**src/rtl/sram_like_arbiter.sv**
```systemverilog
// Two-port (inst/data) arbiter in front of a single SRAM-like downstream port.
// One transaction outstanding at a time; data has priority, bounded by a starvation counter for inst.
module sram_like_arbiter #(
    parameter int STARVE_MAX = 3
) (
    input  logic        clk,
    input  logic        rst,

    input  logic        inst_req,
    input  logic        inst_wr,
    input  logic [1:0]  inst_size,
    input  logic [31:0] inst_addr,
    input  logic [31:0] inst_wdata,
    output logic [31:0] inst_rdata,
    output logic        inst_addr_ok,
    output logic        inst_data_ok,

    input  logic        data_req,
    input  logic        data_wr,
    input  logic [1:0]  data_size,
    input  logic [31:0] data_addr,
    input  logic [31:0] data_wdata,
    output logic [31:0] data_rdata,
    output logic        data_addr_ok,
    output logic        data_data_ok,

    output logic        mem_req,
    output logic        mem_wr,
    output logic [1:0]  mem_size,
    output logic [31:0] mem_addr,
    output logic [31:0] mem_wdata,
    input  logic [31:0] mem_rdata,
    input  logic        mem_addr_ok,
    input  logic        mem_data_ok
);

    typedef enum logic [1:0] {
        IDLE,
        ADDR,
        DATA
    } state_t;

    localparam logic [3:0] STARVE_LIMIT = 4'(STARVE_MAX);

    state_t     state, state_next;
    logic       owner_inst, owner_inst_next;
    logic [3:0] starve_cnt, starve_cnt_next;
    logic       inst_wins;

    assign inst_wins  = inst_req && (!data_req || (starve_cnt == STARVE_LIMIT));
    assign inst_rdata = mem_rdata;
    assign data_rdata = mem_rdata;

    always_ff @(posedge clk) begin
        if (rst) begin
            state      <= IDLE;
            owner_inst <= 1'b0;
            starve_cnt <= 4'd0;
        end else begin
            state      <= state_next;
            owner_inst <= owner_inst_next;
            starve_cnt <= starve_cnt_next;
        end
    end

    always_comb begin
        state_next      = state;
        owner_inst_next = owner_inst;
        starve_cnt_next = starve_cnt;
        mem_req         = 1'b0;
        mem_wr          = 1'b0;
        mem_size        = 2'd0;
        mem_addr        = 32'd0;
        mem_wdata       = 32'd0;
        inst_addr_ok    = 1'b0;
        inst_data_ok    = 1'b0;
        data_addr_ok    = 1'b0;
        data_data_ok    = 1'b0;

        case (state)
            IDLE: begin
                if (inst_req || data_req) begin
                    state_next      = ADDR;
                    owner_inst_next = inst_wins;
                    if (inst_wins)
                        starve_cnt_next = 4'd0;
                    else if (inst_req && (starve_cnt < STARVE_LIMIT))
                        starve_cnt_next = starve_cnt + 4'd1;
                end
            end
            ADDR: begin
                mem_req   = 1'b1;
                mem_wr    = owner_inst ? inst_wr    : data_wr;
                mem_size  = owner_inst ? inst_size  : data_size;
                mem_addr  = owner_inst ? inst_addr  : data_addr;
                mem_wdata = owner_inst ? inst_wdata : data_wdata;
                if (mem_addr_ok) begin
                    inst_addr_ok = owner_inst;
                    data_addr_ok = !owner_inst;
                    state_next   = DATA;
                end
            end
            DATA: begin
                if (mem_data_ok) begin
                    inst_data_ok = owner_inst;
                    data_data_ok = !owner_inst;
                    state_next   = IDLE;
                end
            end
            default: state_next = IDLE;
        endcase

        // Reset is synchronous, so the old state is still visible during the reset cycle; mask it.
        if (rst) begin
            mem_req      = 1'b0;
            mem_wr       = 1'b0;
            mem_size     = 2'd0;
            mem_addr     = 32'd0;
            mem_wdata    = 32'd0;
            inst_addr_ok = 1'b0;
            inst_data_ok = 1'b0;
            data_addr_ok = 1'b0;
            data_data_ok = 1'b0;
        end
    end

endmodule

```
**config.mk**
```make
export PLATFORM = sky130hd
export DESIGN_NAME = sram_like_arbiter
export DESIGN_NICKNAME = d
export VERILOG_FILES = /design/src/rtl/sram_like_arbiter.sv
export SDC_FILE = /design/constraint.sdc
export NUM_CORES = 1
export LEC_CHECK = 0
export ABC_CLOCK_PERIOD_IN_PS = 1600
export BUFFER_PORTS_ARGS = -buffer_cell sky130_fd_sc_hd__buf_2
export CAP_MARGIN = 15
export CORE_AREA = 2 2 120 122
export DETAILED_ROUTE_END_ITERATION = 6
export DIE_AREA = 0 0 122 124
export PLACE_DENSITY = 0.51
export SLEW_MARGIN = 20
export SYNTH_ARGS = -nofsm -noshare
export SYNTH_HDL_FRONTEND = slang
export SYNTH_SLANG_ARGS = --single-unit
```
**constraint.sdc**
```tcl
create_clock -name clk -period 1.6 [get_ports clk]
set_clock_uncertainty 0.2 [all_clocks]
set_input_delay 0.08 -clock clk [delete_from_list [all_inputs] [get_ports clk]]
set_output_delay 0.08 -clock clk [all_outputs]
set_load 0.01 [all_outputs]
```
==> results of run 1 <==
## power by group
| group | leakage, nW | internal, mW | total, mW | switching (mW) |
|---|---|---|---|---|
| sequential | 0.0584 | 0.184 | 0.195 | 0.0109 |
| combinational | 1.72 | 0.516 | 0.970 | 0.454 |
| clock | 0.0382 | 0.332 | 0.428 | 0.0958 |
| total | 1.82 | 1.03 | 1.59 | 0.561 |
## final timing paths
check | startpoint | endpoint | slack, ps | cells past startpoint
hold reg to reg | starve_cnt[3]$_SDFFE_PP0P_ | starve_cnt[3]$_SDFFE_PP0P_ | 230 | 2
hold / removal | rst | starve_cnt[2]$_SDFFE_PP0P_ | 50 | 2
setup reg to reg | state[1]$_SDFFE_PP0P_ | starve_cnt[0]$_SDFFE_PP0P_ | 190 | 4
setup / recovery | owner_inst$_SDFFE_PP0P_ | mem_wdata[4] | -40 | 5
## worst reg2reg max path: cells and delay by family (launching register included)
family	cells	cell delay, ps
flip-flops	1	320
AND/OR/NAND/NOR	2	320
multiplexers	1	310
buffers and inverters	1	150
## per-stage QoR
stage                     cells  TNS [ps]  cell area (um2)  utilization, %
after detailed placement    575         0             2740            20.0
after floorplan             255         0             1940               -
final                       632     -79.1             3680            26.8
after global placement      575         0             2740            20.0
after global routing        632     -2010             3680            26.8
after CTS                   618      -774             3260            23.8
## flip-flops by register name, indices dropped and copies added (netlist names)
name,cells
starve_cnt,4
state,2
owner_inst,1
## cells by family (layout without fill, tap and decap cells)
kind of cell | after synthesis | count (layout) | synth area share, %
mux | 68 | 68 | 35.3
flops | 7 | 7 | 7.21
buf+inv | 86 | 283 | 32.0
simple gates | 85 | 85 | 21.4
compound gates | 8 | 8 | 3.41
fa+ha+maj | 1 | 1 | 0.643
## cells in the mapped netlist (2+ instances only)
library cell / count / area (um2)
a21oi_1: 2 / 10.0
buf_2: 6 / 30.0
buf_4: 69 / 518
buf_6: 4 / 45.0
dfxtp_1: 7 / 140
inv_1: 5 / 18.8
mux2i_1: 67 / 671
nand3b_1: 2 / 15.0
nor2_1: 49 / 184
nor2_2: 21 / 131
nor3_1: 3 / 15.0
nor3b_1: 2 / 15.0
## routing by layer
metal	track usage (%)	wire, um
met5	0	0
met4	2.23	122
met3	1.24	630
met2	16.8	4800
met1	9.61	3710
## cell type report
cell class	count	area, um2
Clock buffer	4	78.8
Fill cell	1496	10000
Inverter	5	18.8
Multi-Input combinational cell	162	1320
Sequential cell	7	146
Tap cell	180	225
Timing Repair Buffer	274	1900
## repair_timing
action                                  in CTS  in global routing
hold buffers                                38                  0
hold endpoints to repair                    68                  0
gates resized for setup                      8                 35
endpoints found under the setup margin      16                 61
pin swaps                                    0                  5
gates cloned                                 1                 10
buffers inserted                             0                  4
==> summary.md, run 1 <==
| Metric | Value |
|---|---|
| Worst Path Required | between 1000 and 1500 ps |
| TritonCTS Buffers | 3 |
| Fin. Hold Viols | 0 |
| First-pass GRT wire length | 10.3 mm |
| VDD IR max | 0.481 mV |
| Buf+Inv Stages, Crit Path | 3 |
| Initial Utilization | roughly 14% |
| Post-Syn Nets | about 430 |
| Max transition margin | between 70% and 80% |
| Antenna violations before repair | 0 |
| DR vias/cell | 3.85 |
| Fmax | around 610 MHz |
| Critical Path Sink Type | primary output |
| CTS tree | done |
| CP Data Arrival Time | approximately 1400 ps |
| Synth cell types | 30 |
| Remaining Overflow, GRT | 0 |
| Asr flop ratio synth | 0% |
| Cell family with most CP delay | buffers and inverters |
| Largest net degree at the start of global routing | 40 |
| DP HPWL | ~6 mm |
| Post-synth EDFFs | 0 |
| Longest Clk Path Bufs | 2 |
| DR pass1 iterations | 5 |
| Layout cells sized above 1 | 63.5% |
| Routed wire length | just over 9 mm |
| Worst slew pin tran | 367 ps |
| Worst path slowest cell | dfxtp_4 |
| RSZ-0062 raised after global routing | yes |
| Slew Viols, Final | 0 |
| Clk Latency, worst-skew pair | roughly 230 ps |
| CTS Sinks | 7 |
| Area Overhead vs Synth | 89.4% |
| Final net count | about 630 |
| CP max FO | 5 |
| Post-DRT Antenna Nets | 0 |
| GPL Wtd Cong | 0.739 |
| Seq cells post-synth | 7 |
| Worst setup path class | reg -> out |
| CP max stage delay | roughly 370 ps |
| # rows | 43 |
| Port Buffer Count | about 210 |
| Startpoint Class | flop |
| Drc violations | 0 |
| Post-synthesis sequential area ratio | 7.21% |
| Overall power | roughly 1.6 mW |
| Wire per inst | 14.7 um |
| Fin crit share | 102% |
| H-tree depth | 1 |
| Gr usage total | 8.56% |
| Pre-CTS WS | approximately 150 ps |
| Syn Inst Count | 255 |
| Final count of negative-setup-slack endpoints | 5 |
| Hold WC Path Type | in -> reg |
| Die area | between 0.015 and 0.02 mm2 |
| # Max-Cap Violations | 0 |
| Io pins | 308 |
| Status | finished, violations left |
| Final min period | 1640 ps |
| Crit path cell chain | buf_12 > clkbuf_16 > mux2i_2 > nor2_1 > buf_2 |
| DRT iter0 DRCs | 89 |
| Pwr per Cell Area | approximately 430 mW/mm2 |
| Avg Cell Area, Syn | 7.62 um2 |
| N_diodes | 0 |
| Most used flip-flop cell after synthesis | dfxtp_1 |
| Failing checks | negative setup slack |
| Die width | 122 um |
| WHS | 49.5 ps |
| Synthesized cell area | just under 0.002 mm2 |
| Die height | between 100 and 150 um |
| Commonest non-fill, non-tap cell in the layout | buf_2 |
| Clock slew at reported path FFs | 40 ps |
| Most frequent cells in the layout | 211 x buf_2, 49 x mux2i_1, 47 x nor2_1, 38 x dlygate4sd3_1, 22 x nor2_2 |
| Vias in the first global route | around 2,200 |
| Lkg Pwr | around 1.8 nW |
| Fin worst setup slack | -39.1 ps |
| Vias | ~2,400 |
| Core area | about 0.014 mm2 |
| Root buffer cell | clkbuf_16 |
| Yosys warning count | 0 |
Power figures use the tool's default switching activity.
==> run 2: changes to the inputs <==
--- a/config.mk
+++ b/config.mk
@@ -5,6 +5,7 @@
 export SDC_FILE = /design/constraint.sdc
 export NUM_CORES = 1
 export LEC_CHECK = 0
+export ABC_AREA = 1
 export ABC_CLOCK_PERIOD_IN_PS = 1600
 export BUFFER_PORTS_ARGS = -buffer_cell sky130_fd_sc_hd__buf_2
 export CAP_MARGIN = 15
@@ -12,6 +13,7 @@
 export DETAILED_ROUTE_END_ITERATION = 6
 export DIE_AREA = 0 0 122 124
 export PLACE_DENSITY = 0.51
+export RECOVER_POWER = 25
 export SLEW_MARGIN = 20
 export SYNTH_ARGS = -nofsm -noshare
 export SYNTH_HDL_FRONTEND = slang
==> summary.md, run 2 <==
| Metric | Value |
|---|---|
| Root buffer cell | clkbuf_16 |
| Clock slew at reported path FFs | 40 ps (about the same) |
| Largest net degree at the start of global routing | 43 (+7.5%) |
| Area contributors post-synth | nand2_1 29%, buf_4 25%, a21oi_1 17% |
| Biggest regs | starve_cnt (4), state (2), owner_inst (1) |
| Reg area | 146 um2 (unchanged) |
| Lkg Pwr | 1.82 nW (+0.29%) |
| Core area | 0.0137 mm2 (unchanged) |
| Max transition margin | 77.9% (+3.0 points) |
| Final count of negative-setup-slack endpoints | 0 (-5) |
| Most frequent cell after synthesis | nand2_1 |
| Fillers | 1,556 (+4.0%) |
| Post-synth EDFFs | 0 (unchanged) |
| Synth cell types | 20 (-33%) |
| CTS tree | done |
| Fmax | 634 MHz (+3.9%) |
| CTS Sinks | 7 (unchanged) |
| Worst setup path class | reg -> out |
| Final min period | 1580 ps (-61.3 ps) |
| Vias in the first global route | 2,417 (+12%) |
| Clk Latency, worst-skew pair | 230 ps (about the same) |
| DP HPWL | 5.84 mm (-3.1%) |
| DR vias/cell | 3.88 (+0.66%) |
| Vias | 2,733 (+12%) |
| Setup TNS | 0 ps (+79.1 ps) |
| Routed wire length | 8.53 mm (-7.9%) |
| H-tree depth | 1 (unchanged) |
| Fin. Hold Viols | 0 (unchanged) |
| Seq cells post-synth | 7 (unchanged) |
| Io pins | 308 (unchanged) |
| Fin crit share | 98.6% (-3.8 points) |
| Hold WC Path Type | in -> reg |
| Placed Cells incl. Taps | 660 (+15%) |
| DR pass1 iterations | 4 (-1) |
| GPL Wtd Cong | 0.697 (-5.8%) |
| Post-Syn Nets | 523 (+22%) |
| Register bank with the most flops | starve_cnt |
| Synth area leader | nand2_1 |
| Layout cells sized above 1 | 51.2% (-12 points) |
| Asr flop ratio synth | 0% (unchanged) |
| Syn Inst Count | 350 (+37%) |
| Most used flip-flop cell after synthesis | dfxtp_1 |
| Die height | 124 um (unchanged) |
| N_diodes | 0 (unchanged) |
| TritonCTS Buffers | 3 (unchanged) |
| Worst Path Required | 1320 ps (about the same) |
| CP Data Arrival Time | 1300 ps (-60 ps) |
| Antenna violations before repair | 0 (unchanged) |
| Post-DRT Antenna Nets | 0 (unchanged) |
| Most instantiated cells after synthesis | 151 x nand2_1, 65 x a21oi_1, 64 x buf_4 |
| DRT iter0 DRCs | 74 (-17%) |
| # Max-Cap Violations | 0 (unchanged) |
| Initial Utilization | 14.1% (-0.10 points) |
| Yosys warning count | 0 (unchanged) |
| Wire per inst | 12.1 um (-17%) |
| Multi-input logic area | 0.00118 mm2 (-10%) |
| Post-synthesis sequential area ratio | 7.26% (+0.051 points) |
| Avg Cell Area, Syn | 5.52 um2 (-28%) |
| Startpoint Class | flop |
| # rows | 43 (unchanged) |
| Max reg flops | 4 (unchanged) |
| RSZ-0062 raised after global routing | yes |
| First-pass GRT wire length | 10.8 mm (+4.6%) |
| Status | finished, final reports clean |
| Synth top area share | 29.4% (-5.1 points) |
| Gr usage total | 8.64% (+0.075 points) |
| Reg-to-reg slack, setup | 380 ps (+190 ps) |
| Area Overhead vs Synth | 71.9% |
| Pwr per Cell Area | 446 mW/mm2 (+3.2%) |
| Most frequent cells in the layout | 210 x buf_2, 150 x nand2_1, 41 x a21oi_1, 35 x dlygate4sd3_1, 28 x a21oi_2 |
| Longest Clk Path Bufs | 2 (unchanged) |
| Commonest non-fill, non-tap cell in the layout | buf_2 |
| Worst slew pin tran | 328 ps (-39.4 ps) |
| Fin cells | 705 (+12%) |
| Fin worst setup slack | 22.1 ps (+61.3 ps) |
| Critical Path Sink Type | primary output |
| Drc violations | 0 (unchanged) |
| Slew Viols, Final | 0 (unchanged) |
| Synthesized cell area | 0.00193 mm2 (-0.71%) |
| CP max FO | 31 (+26) |
| Die area | 0.0151 mm2 (unchanged) |
| VDD IR max | 0.257 mV (-46%) |
| Pre-CTS WS | 104 ps (-45.5 ps) |
| Die width | 122 um (unchanged) |
| Remaining Overflow, GRT | 0 (unchanged) |
| Final net count | 699 (+12%) |
| Port Buffer Count | 211 (unchanged) |
==> run 2: cell count changes after synthesis, moves of 7 or more <==
cell / before / now
nand2_1: 1 / 151
mux2i_1: 67 / 0
a21oi_1: 2 / 65
buf_6: 4 / 11
nor2_2: 21 / 1
nor2_1: 49 / 9
==> run 2: path summary, 6_finish.rpt <==
path / start / endpoint / cells after the start
worst max register to register: starve_cnt[2]$_SDFFE_PP0P_ / starve_cnt[1]$_SDFFE_PP0P_ / 4
worst min register to register: starve_cnt[2]$_SDFFE_PP0P_ / starve_cnt[2]$_SDFFE_PP0P_ / 2
worst max-delay path: state[0]$_SDFFE_PP0P_ / mem_wdata[15] / 6
worst min-delay path: rst / starve_cnt[0]$_SDFFE_PP0P_ / 4
==> run 2: layout make-up <==
| cell class | count | area share [%] |
|---|---|---|
| inverters | 13 | 1.70 |
| clock buffers | 4 | 2.38 |
| flip-flops and latches | 7 | 4.41 |
| well taps | 180 | 6.79 |
| repair buffers | 258 | 49.1 |
| multi-input cells | 243 | 35.6 |
==> run 2: per-stage QoR <==
step	utilization, %	power (mW)	hold slack (ps)	cell area [um2]
global placement	19.5	0.840	-39.9	2670
global route	24.2	1.61	57.2	3320
CTS	22.9	1.42	12.1	3140
finish	24.2	1.48	13.8	3320
detailed placement	19.5	0.839	-39.9	2670
floorplan	-	0.710	22.7	1930
==> run 2: power by group <==
part | internal [mW] | total [mW] | switching [mW]
Combinational | 0.391 | 0.851 | 0.460
Clock | 0.332 | 0.428 | 0.0965
Sequential | 0.187 | 0.201 | 0.0137
==> run 2: cell families (layout without fill, tap and decap cells) <==
family | after synthesis | count (layout) | synth area share (%)
compound gates | 72 | 72 | 19.6
fa+ha+maj | 1 | 1 | 0.648
buf+inv | 100 | 275 | 37.1
flops | 7 | 7 | 7.26
simple gates | 170 | 170 | 35.4
==> run 2: per-layer routing <==
metal  vias to the layer above  global-route usage, %  share of wire, %  routed length (um)
li1                       1384                      -                 -                   -
met1                      1164                   9.41                37                3170
met2                       176                   17.6                53                4550
met3                         9                   1.33               8.7                 740
met4                         0                   1.44              0.73                  62
met5                         -                      0                 0                   0
==> run 2: critical path: stages (launching register included) <==
cell     delay, ps
dfxtp_2        320
inv_2           50
nor2_4         110
nand2_4         90
buf_12         180
a21oi_1        140
buf_2          150
==> run 2: repair_timing <==
| action | CTS | global route |
|---|---|---|
| endpoints found under the hold margin | 69 | 0 |
| pin swaps | 2 | 2 |
| resized for setup | 7 | 26 |
| hold buffers | 35 | 0 |
| buffers inserted | 2 | 1 |
| endpoints found under the setup margin | 59 | 69 |
| cloned | 0 | 3 |
==> run 3: changes to the inputs <==
--- a/config.mk
+++ b/config.mk
@@ -6,13 +6,14 @@
 export NUM_CORES = 1
 export LEC_CHECK = 0
 export ABC_AREA = 1
-export ABC_CLOCK_PERIOD_IN_PS = 1600
+export ABC_CLOCK_PERIOD_IN_PS = 2000
 export BUFFER_PORTS_ARGS = -buffer_cell sky130_fd_sc_hd__buf_2
 export CAP_MARGIN = 15
-export CORE_AREA = 2 2 120 122
+export CORE_AREA = 2 2 121 123
+export CTS_CLUSTER_DIAMETER = 30
 export DETAILED_ROUTE_END_ITERATION = 6
-export DIE_AREA = 0 0 122 124
-export PLACE_DENSITY = 0.51
+export DIE_AREA = 0 0 123 125
+export PLACE_DENSITY = 0.5
 export RECOVER_POWER = 25
 export SLEW_MARGIN = 20
 export SYNTH_ARGS = -nofsm -noshare
==> constraint.sdc (replaced) <==
create_clock -name clk -period 2 [get_ports clk]
set_clock_uncertainty 0.2 [all_clocks]
set_input_delay 0.1 -clock clk [delete_from_list [all_inputs] [get_ports clk]]
set_output_delay 0.1 -clock clk [all_outputs]
set_load 0.01 [all_outputs]
==> summary.md, run 3 (synthesis gave the netlist of run 2 again) <==
| Metric | Value |
|---|---|
| Status | finished, final reports clean |
| # Max-Cap Violations | 0 (unchanged) |
| WHS | 0.00572 ps (-13.8 ps) |
| Max transition margin | 77.3% (-0.65 points) |
| CP max stage delay | 530 ps (+210 ps) |
| Critical Path Sink Type | primary output |
| Fmax | approximately 550 MHz |
| Logic pwr share | 50.2% (-7.3 points) |
| Initial Utilization | 13.6% (-0.48 points) |
| Clock share of power | 34.0% (+5.1 points) |
| FF-to-FF End | state[1]$_SDFFE_PP0P_ |
| Finished layout cell area | 0.00274 mm2 (-17%) |
| Final min period | around 1800 ps |
| First-pass GRT wire length | 10.6 mm (-1.9%) |
| DRT iter0 DRCs | 78 (+5.4%) |
| Internal power | 640 uW (-30%) |
| Biggest regs | starve_cnt (4), state (2), owner_inst (1) |
| P_sw | 354 uW (-38%) |
| Worst setup path class | in -> out |
| Routed wire length | 7.10 mm (-17%) |
| Longest Clk Path Bufs | 2 (unchanged) |
| H-tree depth | 1 (unchanged) |
| DP HPWL | 5.78 mm (-1.0%) |
| DR pass1 iterations | 4 (unchanged) |
| Die width | 123 um (+0.82%) |
| Worst path slowest cell | dlygate4sd3_1 |
| Worst Path Required | 1700 ps (+380 ps) |
| Area after DPL | 0.00263 mm2 (-1.4%) |
| Setup TNS | 0 ps (unchanged) |
| Post-CTS setup buffers | 0 (-2) |
| RSZ-0062 raised after global routing | no |
| Wire per inst | 10.6 um (-13%) |
| Vias | 2,534 (-7.3%) |
| Fin worst setup slack | 174 ps (+152 ps) |
| Io pins | 308 (unchanged) |
| TritonCTS Buffers | 3 (unchanged) |
| Commonest non-fill, non-tap cell in the layout | buf_2 |
| Root buffer cell | clkbuf_16 |
| Fin crit share | between 90% and 100% |
| Reg2Reg Depth | 5 (+1) |
| CTS tree | done |
| Reg-to-reg startpoint | state[0]$_SDFFE_PP0P_ |
| Crit path cell chain | dlygate4sd3_1 > buf_2 > inv_2 > nand2_4 > buf_4 > a21oi_2 > buf_2 |
| Startpoint Class | input pin |
| Antenna violations before repair | 0 (unchanged) |
| Register share of total power | 15.8% (+2.2 points) |
| Pwr per Cell Area | 362 mW/mm2 (-19%) |
| Die height | 125 um (+0.81%) |
| Reg-to-reg slack, setup | 460 ps (+80 ps) |
| N_diodes | 0 (unchanged) |
| Clk Latency, worst-skew pair | 230 ps (about the same) |
| CP Launch Point | rst |
| Pre-CTS WS | 486 ps (+382 ps) |
| Largest net degree at the start of global routing | 46 (+7.0%) |
| CTS Sinks | 7 (unchanged) |
| Slew Viols, Final | 0 (unchanged) |
| Port Buffer Count | 211 (unchanged) |
| Hold WC Path Type | in -> out |
| Core area | 0.0142 mm2 (+3.5%) |
| Post-DRT Antenna Nets | 0 (unchanged) |
| Overall power | 994 uW (-33%) |
| Worst slew pin tran | 341 ps (+13.2 ps) |
| Vias in the first global route | 2,307 (-4.6%) |
| Area Overhead vs Synth | 42.1% |
| Layout cells sized above 1 | 48.6% (-2.7 points) |
| Die area | 0.0154 mm2 (+1.6%) |
| Drc violations | 0 (unchanged) |
| DR vias/cell | 3.77 (-2.7%) |
| GPL Wtd Cong | 0.711 (+2.0%) |
| # rows | 44 (+2.3%) |
| Final net count | 662 (-5.3%) |
| CP max FO | 25 (-19%) |
| End point of the critical path | mem_wdata[2] |
| CP Data Arrival Time | 1530 ps (+230 ps) |
| Most frequent cells in the layout | 211 x buf_2, 151 x nand2_1, 64 x a21oi_1, 10 x inv_1, 9 x nor2_1 |
| VDD IR max | 0.241 mV (-6.1%) |
| Lkg Pwr | 1.62 nW (-11%) |
| Final count of negative-setup-slack endpoints | 0 (unchanged) |
| Register bank with the most flops | starve_cnt |
| Fillers | 1,721 (+11%) |
| Max reg flops | 4 (unchanged) |
| Switching fraction of total power | 35.6% (-2.9 points) |
| Gr usage total | 8.25% (-0.39 points) |
| CP most frequent cell | buf_2 |
| Fin. Hold Viols | 0 (unchanged) |
| Remaining Overflow, GRT | 0 (unchanged) |
-- run 3: changes by cell type in the layout (fill, tap and decap cells not counted), sizes merged --
cell / before / now
buf: 220 / 218
dlygate4sd3: 35 / 3
clkbuf: 7 / 4
-- run 3: metal layers --
metal,track usage [%],vias to the layer above,wire length (um)
li1,-,1310,-
met1,9.49,1041,2800
met2,14.7,155,3330
met3,2.37,28,795
met4,2.27,0,176
met5,0,-,0
-- run 3: final cells by class --
type / count / area, um2 / share of cell area (%)
timing repair buffer: 221 / 1160 / 42.4
inverter: 13 / 51.3 / 1.87
tap: 184 / 230 / 8.39
sequential: 7 / 141 / 5.15
multi-input combinational: 243 / 1080 / 39.3
clock buffer: 4 / 78.8 / 2.87
-- run 3: worst min path at each step --
| stage | start | to | slack [ps] | depth (start not counted) |
|---|---|---|---|---|
| floorplan | mem_addr_ok | state[1]$_SDFFE_PP0P_ | 40 | 2 |
| global placement | mem_rdata[17] | data_rdata[17] | 0.1 | 0 |
| detailed placement | mem_rdata[17] | data_rdata[17] | 0.1 | 0 |
| CTS | mem_rdata[17] | data_rdata[17] | 0.1 | 0 |
| global route | mem_rdata[29] | inst_rdata[29] | 0.03 | 0 |
| finish | mem_rdata[2] | data_rdata[2] | 0.006 | 0 |
-- run 3: what timing repair did --
| action | 4_1_cts | 5_1_grt |
|---|---|---|
| endpoints found under the hold margin | 5 | 0 |
| setup endpoints to repair | 0 | 1 |
| hold buffers | 3 | 0 |
| resized for setup | 0 | 1 |
-- run 3: stage by stage --
step / util (%) / std cells
finish: 19.3 / 672
global placement: 18.5 / 665
CTS: 19.3 / 672
floorplan: - / 350
detailed placement: 18.5 / 665
global route: 19.3 / 672
-- run 3: worst max-delay path: cells and delay by family --
family,cells,cell delay [ps]
buffers and inverters,5,1180
AO/OA/AOI/OAI,1,160
AND/OR/NAND/NOR,1,60
-- run 3: power groups by stage --
| stage | Combinational [mW] | Clock [mW] | Sequential [mW] |
|---|---|---|---|
| global route | 0.567 | 0.351 | 0.159 |
| floorplan | 0.411 | 0 | 0.157 |
| finish | 0.499 | 0.338 | 0.157 |
| detailed placement | 0.498 | 0 | 0.160 |
| CTS | 0.506 | 0.343 | 0.158 |
| global placement | 0.499 | 0 | 0.160 |
